==> src/rtl/hash_byte_serializer_pkg.sv <==
// Shared widths and types for the hash byte serializer slice.
package hash_pkg;

    localparam int HASH_W         = 128;
    localparam int BYTE_W         = 8;
    localparam int BYTES_PER_HASH = HASH_W / BYTE_W;
    localparam int BCNT_W         = $clog2(BYTES_PER_HASH);

    typedef logic [HASH_W-1:0] hash_t;
    typedef logic [BYTE_W-1:0] byte_t;

    typedef enum logic {S_IDLE, S_SEND} ser_state_e;

endpackage

==> src/rtl/hash_byte_serializer_if.sv <==
// Hash input, byte stream output and status signals of the serializer.
// The slave modport is the serializer; the master modport is whoever feeds/drains it.
interface hash_byte_serializer_if #(
    parameter int DEPTH = 4
) ();
    localparam int CNT_W = $clog2(DEPTH + 1);

    hash_pkg::hash_t  hash_i;
    logic             hash_valid_i;
    hash_pkg::byte_t  byte_o;
    logic             byte_valid_o;
    logic             byte_ready_i;
    logic [CNT_W-1:0] level_o;
    logic             busy_o;
    logic             overflow_o;

    modport slave (
        input  hash_i, hash_valid_i, byte_ready_i,
        output byte_o, byte_valid_o, level_o, busy_o, overflow_o
    );

    modport master (
        output hash_i, hash_valid_i, byte_ready_i,
        input  byte_o, byte_valid_o, level_o, busy_o, overflow_o
    );
endinterface

==> src/rtl/hash_byte_serializer_fifo.sv <==
// Small register-array FIFO holding finished hashes until the shifter takes them.
// Head entry is readable combinationally so a pop can load the shifter on the same edge.
module hash_fifo
    import hash_pkg::*;
#(
    parameter  int DEPTH = 4,
    localparam int CNT_W = $clog2(DEPTH + 1),
    localparam int PTR_W = (DEPTH > 1) ? $clog2(DEPTH) : 1
) (
    input  logic             clk,
    input  logic             rst_n,
    input  logic             push,
    input  hash_t            push_data,
    input  logic             pop,
    output hash_t            pop_data,
    output logic             full,
    output logic             empty,
    output logic [CNT_W-1:0] level
);

    hash_t            mem [DEPTH];
    logic [PTR_W-1:0] wr_ptr_reg;
    logic [PTR_W-1:0] rd_ptr_reg;
    logic [CNT_W-1:0] level_reg;
    logic             push_ok;
    logic             pop_ok;

    assign full     = (level_reg == CNT_W'(DEPTH));
    assign empty    = (level_reg == '0);
    assign level    = level_reg;
    assign pop_data = mem[rd_ptr_reg];

    // Guard against misuse so the pointers can never run past each other.
    assign push_ok = push && !full;
    assign pop_ok  = pop && !empty;

    // Storage write; contents need no reset because the level gates every read.
    always_ff @(posedge clk) begin
        if (push_ok) begin
            mem[wr_ptr_reg] <= push_data;
        end
    end

    // Pointers and fill level; DEPTH is a power of two so pointers wrap naturally.
    always_ff @(posedge clk or negedge rst_n) begin
        if (!rst_n) begin
            wr_ptr_reg <= '0;
            rd_ptr_reg <= '0;
            level_reg  <= '0;
        end else begin
            if (push_ok) begin
                wr_ptr_reg <= wr_ptr_reg + PTR_W'(1);
            end
            if (pop_ok) begin
                rd_ptr_reg <= rd_ptr_reg + PTR_W'(1);
            end
            case ({push_ok, pop_ok})
                2'b10:   level_reg <= level_reg + CNT_W'(1);
                2'b01:   level_reg <= level_reg - CNT_W'(1);
                default: level_reg <= level_reg;
            endcase
        end
    end

endmodule

==> src/rtl/hash_byte_serializer.sv <==
// Buffers finished 128-bit hashes and sends each one MSB byte first on a
// valid/ready byte stream. Hashes arriving while the buffer is full are dropped
// and a sticky overflow flag is raised.
module hash_byte_serializer
    import hash_pkg::*;
#(
    parameter int DEPTH = 4
) (
    input  logic                   clk,
    input  logic                   rst_n,
    hash_byte_serializer_if.slave  bus
);

    localparam int CNT_W = $clog2(DEPTH + 1);

    ser_state_e        state_reg, state_next;
    hash_t             shreg_reg, shreg_next;
    logic [BCNT_W-1:0] cnt_reg, cnt_next;
    logic              overflow_reg;

    logic              fifo_push;
    logic              fifo_pop;
    hash_t             fifo_head;
    logic              fifo_full;
    logic              fifo_empty;
    logic [CNT_W-1:0]  fifo_level;
    logic              handshake;
    logic              last_byte;

    // The full test uses the pre-edge level, so a same-edge pop never rescues a hash.
    assign fifo_push = bus.hash_valid_i && !fifo_full;

    hash_fifo #(
        .DEPTH (DEPTH)
    ) u_fifo (
        .clk       (clk),
        .rst_n     (rst_n),
        .push      (fifo_push),
        .push_data (bus.hash_i),
        .pop       (fifo_pop),
        .pop_data  (fifo_head),
        .full      (fifo_full),
        .empty     (fifo_empty),
        .level     (fifo_level)
    );

    assign handshake = (state_reg == S_SEND) && bus.byte_ready_i;
    assign last_byte = (cnt_reg == BCNT_W'(BYTES_PER_HASH - 1));

    // Next-state logic: load the shifter from the FIFO head, shift on each accepted byte,
    // and chain straight into the next hash after the 16th byte when one is waiting.
    always_comb begin
        state_next = state_reg;
        shreg_next = shreg_reg;
        cnt_next   = cnt_reg;
        fifo_pop   = 1'b0;
        case (state_reg)
            S_IDLE: begin
                if (!fifo_empty) begin
                    fifo_pop   = 1'b1;
                    shreg_next = fifo_head;
                    cnt_next   = '0;
                    state_next = S_SEND;
                end
            end
            S_SEND: begin
                if (handshake) begin
                    if (last_byte) begin
                        cnt_next = '0;
                        if (!fifo_empty) begin
                            fifo_pop   = 1'b1;
                            shreg_next = fifo_head;
                        end else begin
                            shreg_next = shreg_reg << BYTE_W;
                            state_next = S_IDLE;
                        end
                    end else begin
                        shreg_next = shreg_reg << BYTE_W;
                        cnt_next   = cnt_reg + BCNT_W'(1);
                    end
                end
            end
            default: begin
                state_next = S_IDLE;
            end
        endcase
    end

    // State, shifter and byte counter registers; reset discards any hash in flight.
    always_ff @(posedge clk or negedge rst_n) begin
        if (!rst_n) begin
            state_reg <= S_IDLE;
            shreg_reg <= '0;
            cnt_reg   <= '0;
        end else begin
            state_reg <= state_next;
            shreg_reg <= shreg_next;
            cnt_reg   <= cnt_next;
        end
    end

    // Sticky drop flag, cleared only by reset.
    always_ff @(posedge clk or negedge rst_n) begin
        if (!rst_n) begin
            overflow_reg <= 1'b0;
        end else if (bus.hash_valid_i && fifo_full) begin
            overflow_reg <= 1'b1;
        end
    end

    assign bus.byte_o       = shreg_reg[HASH_W-1 -: BYTE_W];
    assign bus.byte_valid_o = (state_reg == S_SEND);
    assign bus.busy_o       = (state_reg == S_SEND);
    assign bus.level_o      = fifo_level;
    assign bus.overflow_o   = overflow_reg;

endmodule

==> src/flat_wrapper.sv <==
// flat-port wrapper written by rule: the top's interface ports become plain ports
module hash_byte_serializer_flat import hash_pkg::*;
#(
    parameter int DEPTH = 4
)
  (clk, rst_n, bus_hash_i, bus_hash_valid_i, bus_byte_ready_i, bus_byte_o, bus_byte_valid_o, bus_level_o, bus_busy_o, bus_overflow_o);
  hash_byte_serializer_if #(.DEPTH(DEPTH)) bus_i ();
  input  logic clk;
  input  logic rst_n;
  input wire logic [$bits(bus_i.hash_i)-1:0] bus_hash_i;
  input wire logic [$bits(bus_i.hash_valid_i)-1:0] bus_hash_valid_i;
  input wire logic [$bits(bus_i.byte_ready_i)-1:0] bus_byte_ready_i;
  output wire logic [$bits(bus_i.byte_o)-1:0] bus_byte_o;
  output wire logic [$bits(bus_i.byte_valid_o)-1:0] bus_byte_valid_o;
  output wire logic [$bits(bus_i.level_o)-1:0] bus_level_o;
  output wire logic [$bits(bus_i.busy_o)-1:0] bus_busy_o;
  output wire logic [$bits(bus_i.overflow_o)-1:0] bus_overflow_o;
  assign bus_i.hash_i = bus_hash_i;
  assign bus_i.hash_valid_i = bus_hash_valid_i;
  assign bus_i.byte_ready_i = bus_byte_ready_i;
  assign bus_byte_o = bus_i.byte_o;
  assign bus_byte_valid_o = bus_i.byte_valid_o;
  assign bus_level_o = bus_i.level_o;
  assign bus_busy_o = bus_i.busy_o;
  assign bus_overflow_o = bus_i.overflow_o;
  hash_byte_serializer #(.DEPTH(DEPTH)) u_core (.clk(clk), .rst_n(rst_n), .bus(bus_i));
endmodule
==> config.mk <==
export PLATFORM = sky130hd
export DESIGN_NAME = hash_byte_serializer_flat
export DESIGN_NICKNAME = d
export VERILOG_FILES = /design/src/rtl/hash_byte_serializer_pkg.sv /design/src/rtl/hash_byte_serializer_if.sv /design/src/rtl/hash_byte_serializer_fifo.sv /design/src/rtl/hash_byte_serializer.sv /design/src/flat_wrapper.sv
export SDC_FILE = /design/constraint.sdc
export NUM_CORES = 1
export LEC_CHECK = 0
export CORE_UTILIZATION = 40
export DETAILED_ROUTE_END_ITERATION = 7
export SYNTH_ARGS = -nofsm -noshare
export SYNTH_HDL_FRONTEND = slang
export SYNTH_HIERARCHICAL = 1
export SYNTH_SLANG_ARGS = --single-unit
==> constraint.sdc <==
create_clock -name clk -period 6 [get_ports clk]
set_clock_uncertainty 0.1 [all_clocks]
set_input_delay 0.9 -clock clk [delete_from_list [all_inputs] [get_ports clk]]
set_output_delay 0.9 -clock clk [all_outputs]
set_load 0.01 [all_outputs]
# Yosys cells after proc, flatten, opt, wreduce, memory -nomap -nowiden
# Memory sizes are Yosys's and may differ from the RTL's.
# Cells that the tools add are included.
[totals] register_bits=141 ram_bits=512 input_bits=132 memories=1
[mem_list] memory="u_core.u_fifo.mem" words=4 word_bits=128 read_ports=1 rd_ports_with_merged_regs=0 write_ports=1 line_no="hash_byte_serializer_fifo.sv:21" source="hash_t mem [DEPTH];"
[classes] addsub=5 n_eq_ne=6 muxes=19 n_bitwise=1 n_reduce_logical=10
[op_table] cell="$mux W128" n=4
[op_table] cell="$pmux W128 S2" n=1
[op_table] cell="$mux W4" n=3
[op_table] cell="$pmux W4 S2" n=1
[op_table] cell="$mux W1" n=7
[op_table] cell="$pmux W3 S2" n=1
[op_table] cell="$logic_and A1 B1 Y1" n=5
[op_table] cell="$add A2 B1 Y2 const B" n=2
[op_table] cell="$add A4 B1 Y4 const B" n=1
[op_table] cell="$eq A4 B4 Y1 const B" n=1
[op_table] cell="$ne A2 B2 Y1 const B" n=2
[op_table] cell="$pmux W1 S2" n=2
[op_table] cell="$add A3 B1 Y3 const B" n=1
[op_table] cell="$eq A3 B3 Y1 const B" n=1
[op_table] cell="$logic_not A3 Y1" n=1
[op_table] cell="$sub A3 B1 Y3 const B" n=1
[op_table] cell="$eq A2 B1 Y1 const B" n=1
[op_table] cell="$eq A2 B2 Y1 const B" n=1
[op_table] cell="$logic_not A1 Y1" n=2
[op_table] cell="$reduce_and A2 Y1" n=1
[op_table] cell="$reduce_bool A2 Y1" n=1
[op_table] cell="$not A1 Y1" n=1

# Longest topological paths before layout
# Gate-level depths: netlist of the first run.
[logic_depth] ltp_word=8 mapped_depth=11 mapped_depth_nobuf=10

# Modules after synthesis
# Netlist of the first run, hierarchy kept.
[by_module_without_submodules] module="hash_fifo" n_inst=1 cells_per_inst=706 area_per_inst_um2=18885.6 seq_area_each_um2=15549.9
[by_module_without_submodules] module="hash_byte_serializer" n_inst=1 cells_per_inst=779 area_per_inst_um2=7692.4 seq_area_each_um2=3353.2

# Least setup slack after synthesis of the first run
# No wires, ideal clock.
[synth_path] path_kind="input port to flip-flop" start="in bus_hash_valid_i" end="mem u_core/u_fifo/mem[0][0] in the netlist's numbering (enable)" setup_ns=0.502 t_arrival_ns=4.316 t_required_ns=5.398 path_slack_ns=1.082 stages=3 n_path_buf=0 path_cell_list="nor2b_1 nor2b_1 and2_1"
[synth_between] elab_chain_len=4
[synth_rtl] element="start, declared" line_no="flat_wrapper.sv:11" source="input wire logic [$bits(bus_i.hash_valid_i)-1:0] bus_hash_valid_i;"
[synth_rtl] element="$logic_and A1 B1 Y1" line_no="hash_byte_serializer.sv:31" source="assign fifo_push = bus.hash_valid_i && !fifo_full;"
[synth_rtl] element="$logic_and A1 B1 Y1" line_no="hash_byte_serializer_fifo.sv:34" source="assign push_ok = push && !full;"
[synth_rtl] element="$mux W1" line_no="hash_byte_serializer_fifo.sv:39" source="if (push_ok) begin"
[synth_rtl] element="$mux W1 (not written as such)" line_no="hash_byte_serializer_fifo.sv:40" source="mem[wr_ptr_reg] <= push_data;"
[synth_rtl] element="end, declared" line_no="hash_byte_serializer_fifo.sv:21"
# No other way between the ends.

# Final worst setup path of the first run
[layout_path] start="reg u_core.u_fifo.level_reg[0] (netlist: u_core/u_fifo/level[0])" end="reg u_core.shreg_reg[37]"
[layout_between] elab_chain_len=5
[layout_rtl] element="start, declared" line_no="hash_byte_serializer_fifo.sv:24" source="logic [CNT_W-1:0] level_reg;"
[layout_rtl] element="start signal, assigned" line_no="hash_byte_serializer_fifo.sv:58" source="2'b10: level_reg <= level_reg + CNT_W'(1);"
[layout_rtl] element="start signal, assigned" line_no="hash_byte_serializer_fifo.sv:59" source="2'b01: level_reg <= level_reg - CNT_W'(1);"
[layout_rtl] element="start signal, assigned" line_no="hash_byte_serializer_fifo.sv:60" source="default: level_reg <= level_reg;"
[layout_rtl] element="$logic_not A3 Y1 *" line_no="hash_byte_serializer_fifo.sv:29" source="assign empty = (level_reg == '0);"
[layout_rtl] element="net u_core.fifo_empty" line_no="hash_byte_serializer.sv:25" source="logic fifo_empty;"
[layout_rtl] element="$mux W128" line_no="hash_byte_serializer.sv:70" source="if (!fifo_empty) begin"
[layout_rtl] element="$mux W128" line_no="hash_byte_serializer.sv:68" source="if (last_byte) begin"
[layout_rtl] element="$mux W128" line_no="hash_byte_serializer.sv:67" source="if (handshake) begin"
[layout_rtl] element="$pmux W128 S2" line_no="hash_byte_serializer.sv:57" source="case (state_reg)"
[layout_rtl] element="end signal, assigned" line_no="hash_byte_serializer.sv:97" source="shreg_reg <= shreg_next;"
[layout_rtl] element="end, declared" line_no="hash_byte_serializer.sv:17" source="hash_t shreg_reg, shreg_next;"
# The timed path passes the listed nets; every way through them passes the cells marked *. The select of a mux whose other input is x is not followed.
# A chain may end at the register's enable or synchronous reset.

==> metrics.yaml, run 1 <==
cts:
  cts_max_path_buffers: 3
  numCtsBuffers: 69
  cts_hold_buf: 0
  cts.sinks: 653
  cts_tree: "yes"
  cts_resized: 0
  ctsRootBufferMaster: "clkbuf_16"
  clk_transition_reported_paths_ps: 60
  cts_setup_buffers: 0
  cts_max_level: 3
  clock_latency_ps: 590
cells_and_area:
  syn_to_final_growth_pct: 15.9
  drive_gt1_share_pct: 23.2
  fin_nets: 1713
  fill_cells: 5469
  largest_register_ffs: 512
worst_setup_path:
  reg2reg_to: "u_core/shreg_reg[37]$_DFFE_PN0P_"
  rrSetupSlack_ps: 2330
  crit_fanout: 69
  cp.arrival_ps: 4020
  cp.required_ps: 6350
  cp-start-kind: "flip-flop"
  worstSetupPathType: "flip-flop to flip-flop"
  critPathCaptureType: "flip-flop"
  reg2reg_depth: 5
  r2r_start: "u_core/u_fifo/level[0]$_DFFE_PN0P_"
timing:
  fin_setup_tns_ps: 0
  relSlewSlack_pct: 22.0
  period_needed_ps: 3670
  fin_ws_ps: 2330
  tightest_slew_ps: 1170
  rsz0062_at_grt: "false"
  hold_viol: 0
  report.final.slew_viol_count: 0
  fmax_mhz: 272
  period_share_pct: 61.2
  setup_viol: 0
placement:
  pre_cts_ws_ps: 2200
  globalplace.congestion: 0.746
  place_hpwl_um: 32400
  io_buffers: 145
synth:
  synth_nets: 1624
  netlist_area_mm2: 0.0266
  netlist_instances: 1485
  synth_flop_cell: "edfxtp_1"
  ys_warn_count: 6
  avgSynthCellArea_um2: 17.9
  yosysSeqAreaShare_pct: 71.1
  synth_cell_types: 36
  ys_async_sr_fraction_pct: 21.6
  ys_ff_latch: 653
  synth-edff-count: 512
power_and_ir_drop:
  p_leak_nw: 10.4
  powerDensity_mw_per_mm2: 453
  peakVddDrop_v: 0.000293
global_route:
  grt.overflow.total: 0
  grt_usage_pct: 17.4
  antenna_found_initial: 0
  grt_pass1_vias: 14500
  grt_pass1_wl_um: 89800
  grt_start_max_net_pins: 129
drt:
  drt_iter0_markers: 1182
  vias: 14200
  drt-wirelength-per-cell_um: 23.3
  drc: 0
  ant_nets: 0
  drt-total-wl_um: 57900
  via_per_inst: 5.68
  firstDrtPassIters: 5
floorplan:
  die_w_um: 260
  fp.dieH_um: 260
  core-area_mm2: 0.0657
  dieArea_mm2: 0.0675
  ios: 146
  rows: 94
  initial_core_util_pct: 40.4
hold_path:
  hp-class: "input port to async pin"
run_status:
  outcome: "completed"
job:
  cap_violations: 0
[worst max-delay path, cell delays in order, from the launching register on]
cell	delay [ps]
dfrtp_1	450
nor3_1	640
nand4b_4	680
and2_4	950
buf_12	460
o211ai_2	140
[cells in the final DEF (no fill, tap or decap), drive strengths merged, types with 7 or more instances in the layout]
cell and instances:
bufinv 7, mux4 128, edfxtp 512, nand3 127
nand4 122, clkdlybuf4s50 143, clkinv 26, dfrtp 141
o21ai 131, o211ai 120, buf 23, clkbuf 88
o2bb2ai 8, nand2 7
[synthesized netlist by cell type, types with 8 or more instances]
cell / instances / area share (%)
edfxtp_1: 512 / 58
dfrtp_1: 141 / 13
mux4_2: 128 / 11
nand3_1: 127 / 2.4
nand4_1: 122 / 2.9
o21ai_0: 118 / 2.2
o211ai_2: 112 / 5.3
clkbuf_1: 67 / 0.95
buf_2: 32 / 0.60
buf_6: 27 / 1.1
buf_4: 13 / 0.37
o21ai_1: 13 / 0.24
buf_1: 9 / 0.13
o211ai_1: 8 / 0.23
o2bb2ai_1: 8 / 0.26
[power by group]
group | switching, mW | internal, mW
combinational | 1.70 | 1.47
sequential | 0.537 | 6.02
clock | 1.68 | 2.55
total | 3.92 | 10.0
[per-stage QoR]
step | util, % | instances | cell area (µm²) | power (mW) | hold slack (ps)
after global routing | 46.8 | 2490 | 30800 | 14.6 | 357
after global placement | 43.4 | 2367 | 28500 | 9.86 | 349
after CTS | 46.8 | 2490 | 30800 | 14.2 | 351
after floorplan | - | 1485 | 26600 | 8.89 | 357
final | 46.9 | 2491 | 30800 | 14.0 | 302
after detailed placement | 43.4 | 2367 | 28500 | 9.91 | 347
[worst max path at each step]
stage                                               to                          startpoint  cells after the start
floorplan            u_core/u_fifo/mem[0][0]$_DFFE_PP_                    bus_hash_valid_i                      3
global placement    u_core/u_fifo/mem[1][13]$_DFFE_PP_                    bus_hash_valid_i                      5
detailed placement  u_core/u_fifo/mem[1][13]$_DFFE_PP_                    bus_hash_valid_i                      5
CTS                  u_core/shreg_reg[101]$_DFFE_PN0P_  u_core/u_fifo/level[0]$_DFFE_PN0P_                      5
global route          u_core/shreg_reg[31]$_DFFE_PN0P_  u_core/u_fifo/level[0]$_DFFE_PN0P_                      5
finish                u_core/shreg_reg[37]$_DFFE_PN0P_  u_core/u_fifo/level[0]$_DFFE_PN0P_                      5
[area by class of cell]
type	instances	area [µm²]	share of cell area [%]
diodes	1	2.50	0.00812
clock buffers	88	1910	6.21
clock inverters	35	348	1.13
inverters	6	22.5	0.0731
multi-input cells	678	6840	22.2
flip-flops and latches	653	18900	61.4
well taps	864	1080	3.51
repair buffers	166	1680	5.46
[layer usage]
layer | up-vias | GRT usage [%] | part of all wire (%)
li1 | 6261 | - | -
met1 | 7487 | 25.0 | 45
met2 | 347 | 27.5 | 49
met3 | 63 | 2.87 | 4.6
met4 | 0 | 4.98 | 1.7
met5 | - | 0 | 0
[logic make-up after synthesis]
logic type                 after synthesis  share of synthesized area (%)
adders and majority gates                7                          0.358
DFF                                    653                           71.1
AOI/OAI and AO/OA                      262                           8.31
xor gates and xnor gates                 6                          0.198
muxes                                  131                           11.0
buffers and inverters                  154                           3.27
and+or+nand+nor                        272                           5.77
Power figures use the tool's default switching activity.
==> inputs of run 2 (changes only) <==
clock period = 3 ns   (was 6 ns; I/O delays follow)
==> run 2 against run 1 <==
Compared with the run above: count of clock-buffer cells in the layout down 1; combinational power increased by 120%; sequential power grew 97%; critical endpoint is now bus_busy_o; utilization is 0.52 points higher; largest cell class unchanged; power increased by 100%; critical path depth down 3; first-iteration DRC count is 8.3% lower; setup slack got worse by 2100 ps; via count grew 0.57%; non-clock buffer count grew 22.
==> metrics.yaml, run 2 (synthesized netlist as in run 1, its figures left out) <==
global_route:
  grt_pass1_vias: 14900
  antenna_found_initial: 1
  grt.overflow.total: 0
  grt_pass1_wl_um: 92400
  grt_start_max_net_pins: 132
  grt_usage_pct: 18.0
timing:
  period_share_pct: 92.9
  fmax_mhz: 359
  rsz0062_at_grt: "false"
  setup_viol: 0
  period_needed_ps: 2790
  tightest_slew_ps: 963
  fin_setup_tns_ps: 0
  hold_viol: 0
  report.final.slew_viol_count: 0
  relSlewSlack_pct: 35.8
  hold_slack_ps: 166
drt:
  ant_nets: 0
  drt-wirelength-per-cell_um: 23.7
  drt_iter0_markers: 1084
  firstDrtPassIters: 7
  via_per_inst: 5.67
  drt-total-wl_um: 59500
  vias: 14200
  drc: 0
floorplan:
  die_w_um: 260
  dieArea_mm2: 0.0675
  fp.dieH_um: 260
  core-area_mm2: 0.0657
  initial_core_util_pct: 40.4
  rows: 94
  ios: 146
placement:
  place_hpwl_um: 34100
  globalplace.congestion: 0.739
  io_buffers: 145
worst_setup_path:
  reg2reg_to: "u_core/u_fifo/level[2]$_DFFE_PN0P_"
  worst-path-buf-inv: 2
  path_delay_family: "buffers and inverters"
  crit_fanout: 131
  worstPathCellList: "buf_12, clkdlybuf4s50_1"
  crit_path_max_incr_delay_ps: 650
  critPathCaptureType: "output pin"
  cp-start-kind: "flip-flop"
  reg2reg_depth: 10
  cp.arrival_ps: 2240
  cp.required_ps: 2450
  r2r_start: "u_core/cnt_reg[0]$_DFFE_PN0P_"
  slowest_stage: "clkdlybuf4s50_1"
  worstSetupPathType: "flip-flop to output pin"
  rrSetupSlack_ps: 530
job:
  cap_violations: 0
cts:
  cts.sinks: 653
  ctsRootBufferMaster: "clkbuf_16"
  cts_max_path_buffers: 3
  numCtsBuffers: 68
  cts_tree: "yes"
  clk_transition_reported_paths_ps: 60
  cts_max_level: 3
  clock_latency_ps: 590
power_and_ir_drop:
  peakVddDrop_v: 0.000524
  powerDensity_mw_per_mm2: 899
  p_leak_nw: 10.6
  power_mw: 28.0
cells_and_area:
  final_cell_mix: "edfxtp_1, clkdlybuf4s50_1, dfrtp_1"
  syn_to_final_growth_pct: 17.2
  diodes: 0
  largest_register_ffs: 512
  layout_commonest_cell: "edfxtp_1"
  drive_gt1_share_pct: 24.0
  fin_nets: 1734
  postLayoutCoreUtil_pct: 47.4
hold_path:
  min_from: "bus_byte_ready_i"
  hp-class: "input port to flip-flop"
  hold_end: "u_core/bus.busy_o$_DFF_PN0_"
  hold_depth: 4
run_status:
  outcome: "completed"
-- run 2: cell count changes in the layout (fill, tap and decap cells not counted), sizes merged --
cell	previous run	this run
buf	23	44
inv	6	9
bufinv	7	5
clkinvlp	2	0
clkbuf	88	87
clkinv	26	27
diode	1	0
dlygate4sd3	0	1
-- run 2: per-layer routing --
metal  vias up  part of all wire [%]  GRT usage, %
met4         2                   2.0          5.25
li1       6287                     -             -
met5         -                 0.029             0
met2       348                    50          29.4
met1      7522                    43          24.8
met3        80                   4.7          3.22
-- run 2: final cells by class --
type | count | area [µm²]
Tap cell | 864 | 1080
Timing Repair Buffer | 188 | 2130
Multi-Input combinational cell | 678 | 6840
Sequential cell | 653 | 18900
Fill cell | 5381 | 34600
Inverter | 6 | 22.5
Clock inverter | 35 | 298
Clock buffer | 87 | 1870
-- run 2: power by group --
part	internal, mW	leakage (nW)	switching, mW	total (mW)
logic	3.22	2.89	3.65	6.87
registers	12.0	6.59	0.900	12.9
clock network	4.83	1.07	3.37	8.20
-- run 2: how the worst max path moves through the flow --
| stage | from | endpoint | slack (ps) | cells after the start |
|---|---|---|---|---|
| finish | u_core/bus.busy_o$_DFF_PN0_ | bus_busy_o | 210 | 2 |
| global route | u_core/bus.busy_o$_DFF_PN0_ | bus_busy_o | 140 | 2 |
| CTS | u_core/bus.busy_o$_DFF_PN0_ | bus_busy_o | 230 | 2 |
| detailed placement | bus_hash_valid_i | u_core/u_fifo/mem[2][28]$_DFFE_PP_ | 450 | 6 |
| global placement | bus_hash_valid_i | u_core/u_fifo/level[2]$_DFFE_PN0P_ | 370 | 10 |
| floorplan | u_core/u_fifo/level[2]$_DFFE_PN0P_ | u_core/u_fifo/mem[0][0]$_DFFE_PP_ | -220 | 4 |
-- run 2: what timing repair did --
action / in CTS / in global routing
setup buffers: 0 / 0
resized for setup: 0 / 0
hold buffers: 1 / 0
hold endpoints to repair: 68 / 0
-- run 2: worst register-to-register path, cell delays in order (launching register included) --
cell and delay (ps):
dfrtp_1 390, ha_1 280, nand4_1 150, a21oi_1 200, o31a_1 230, ha_1 200, inv_1 60, fa_1 370
xor2_1 150, nor2_1 120, xor2_1 150
-- run 2: metrics by stage --
stage               cell area (µm²)  worst slack, ps  cells
floorplan                     26600             -220   1485
global placement              29000              372   2388
detailed placement            29000              449   2388
CTS                           31100              228   2511
global route                  31100              144   2511
finish                        31100              213   2511
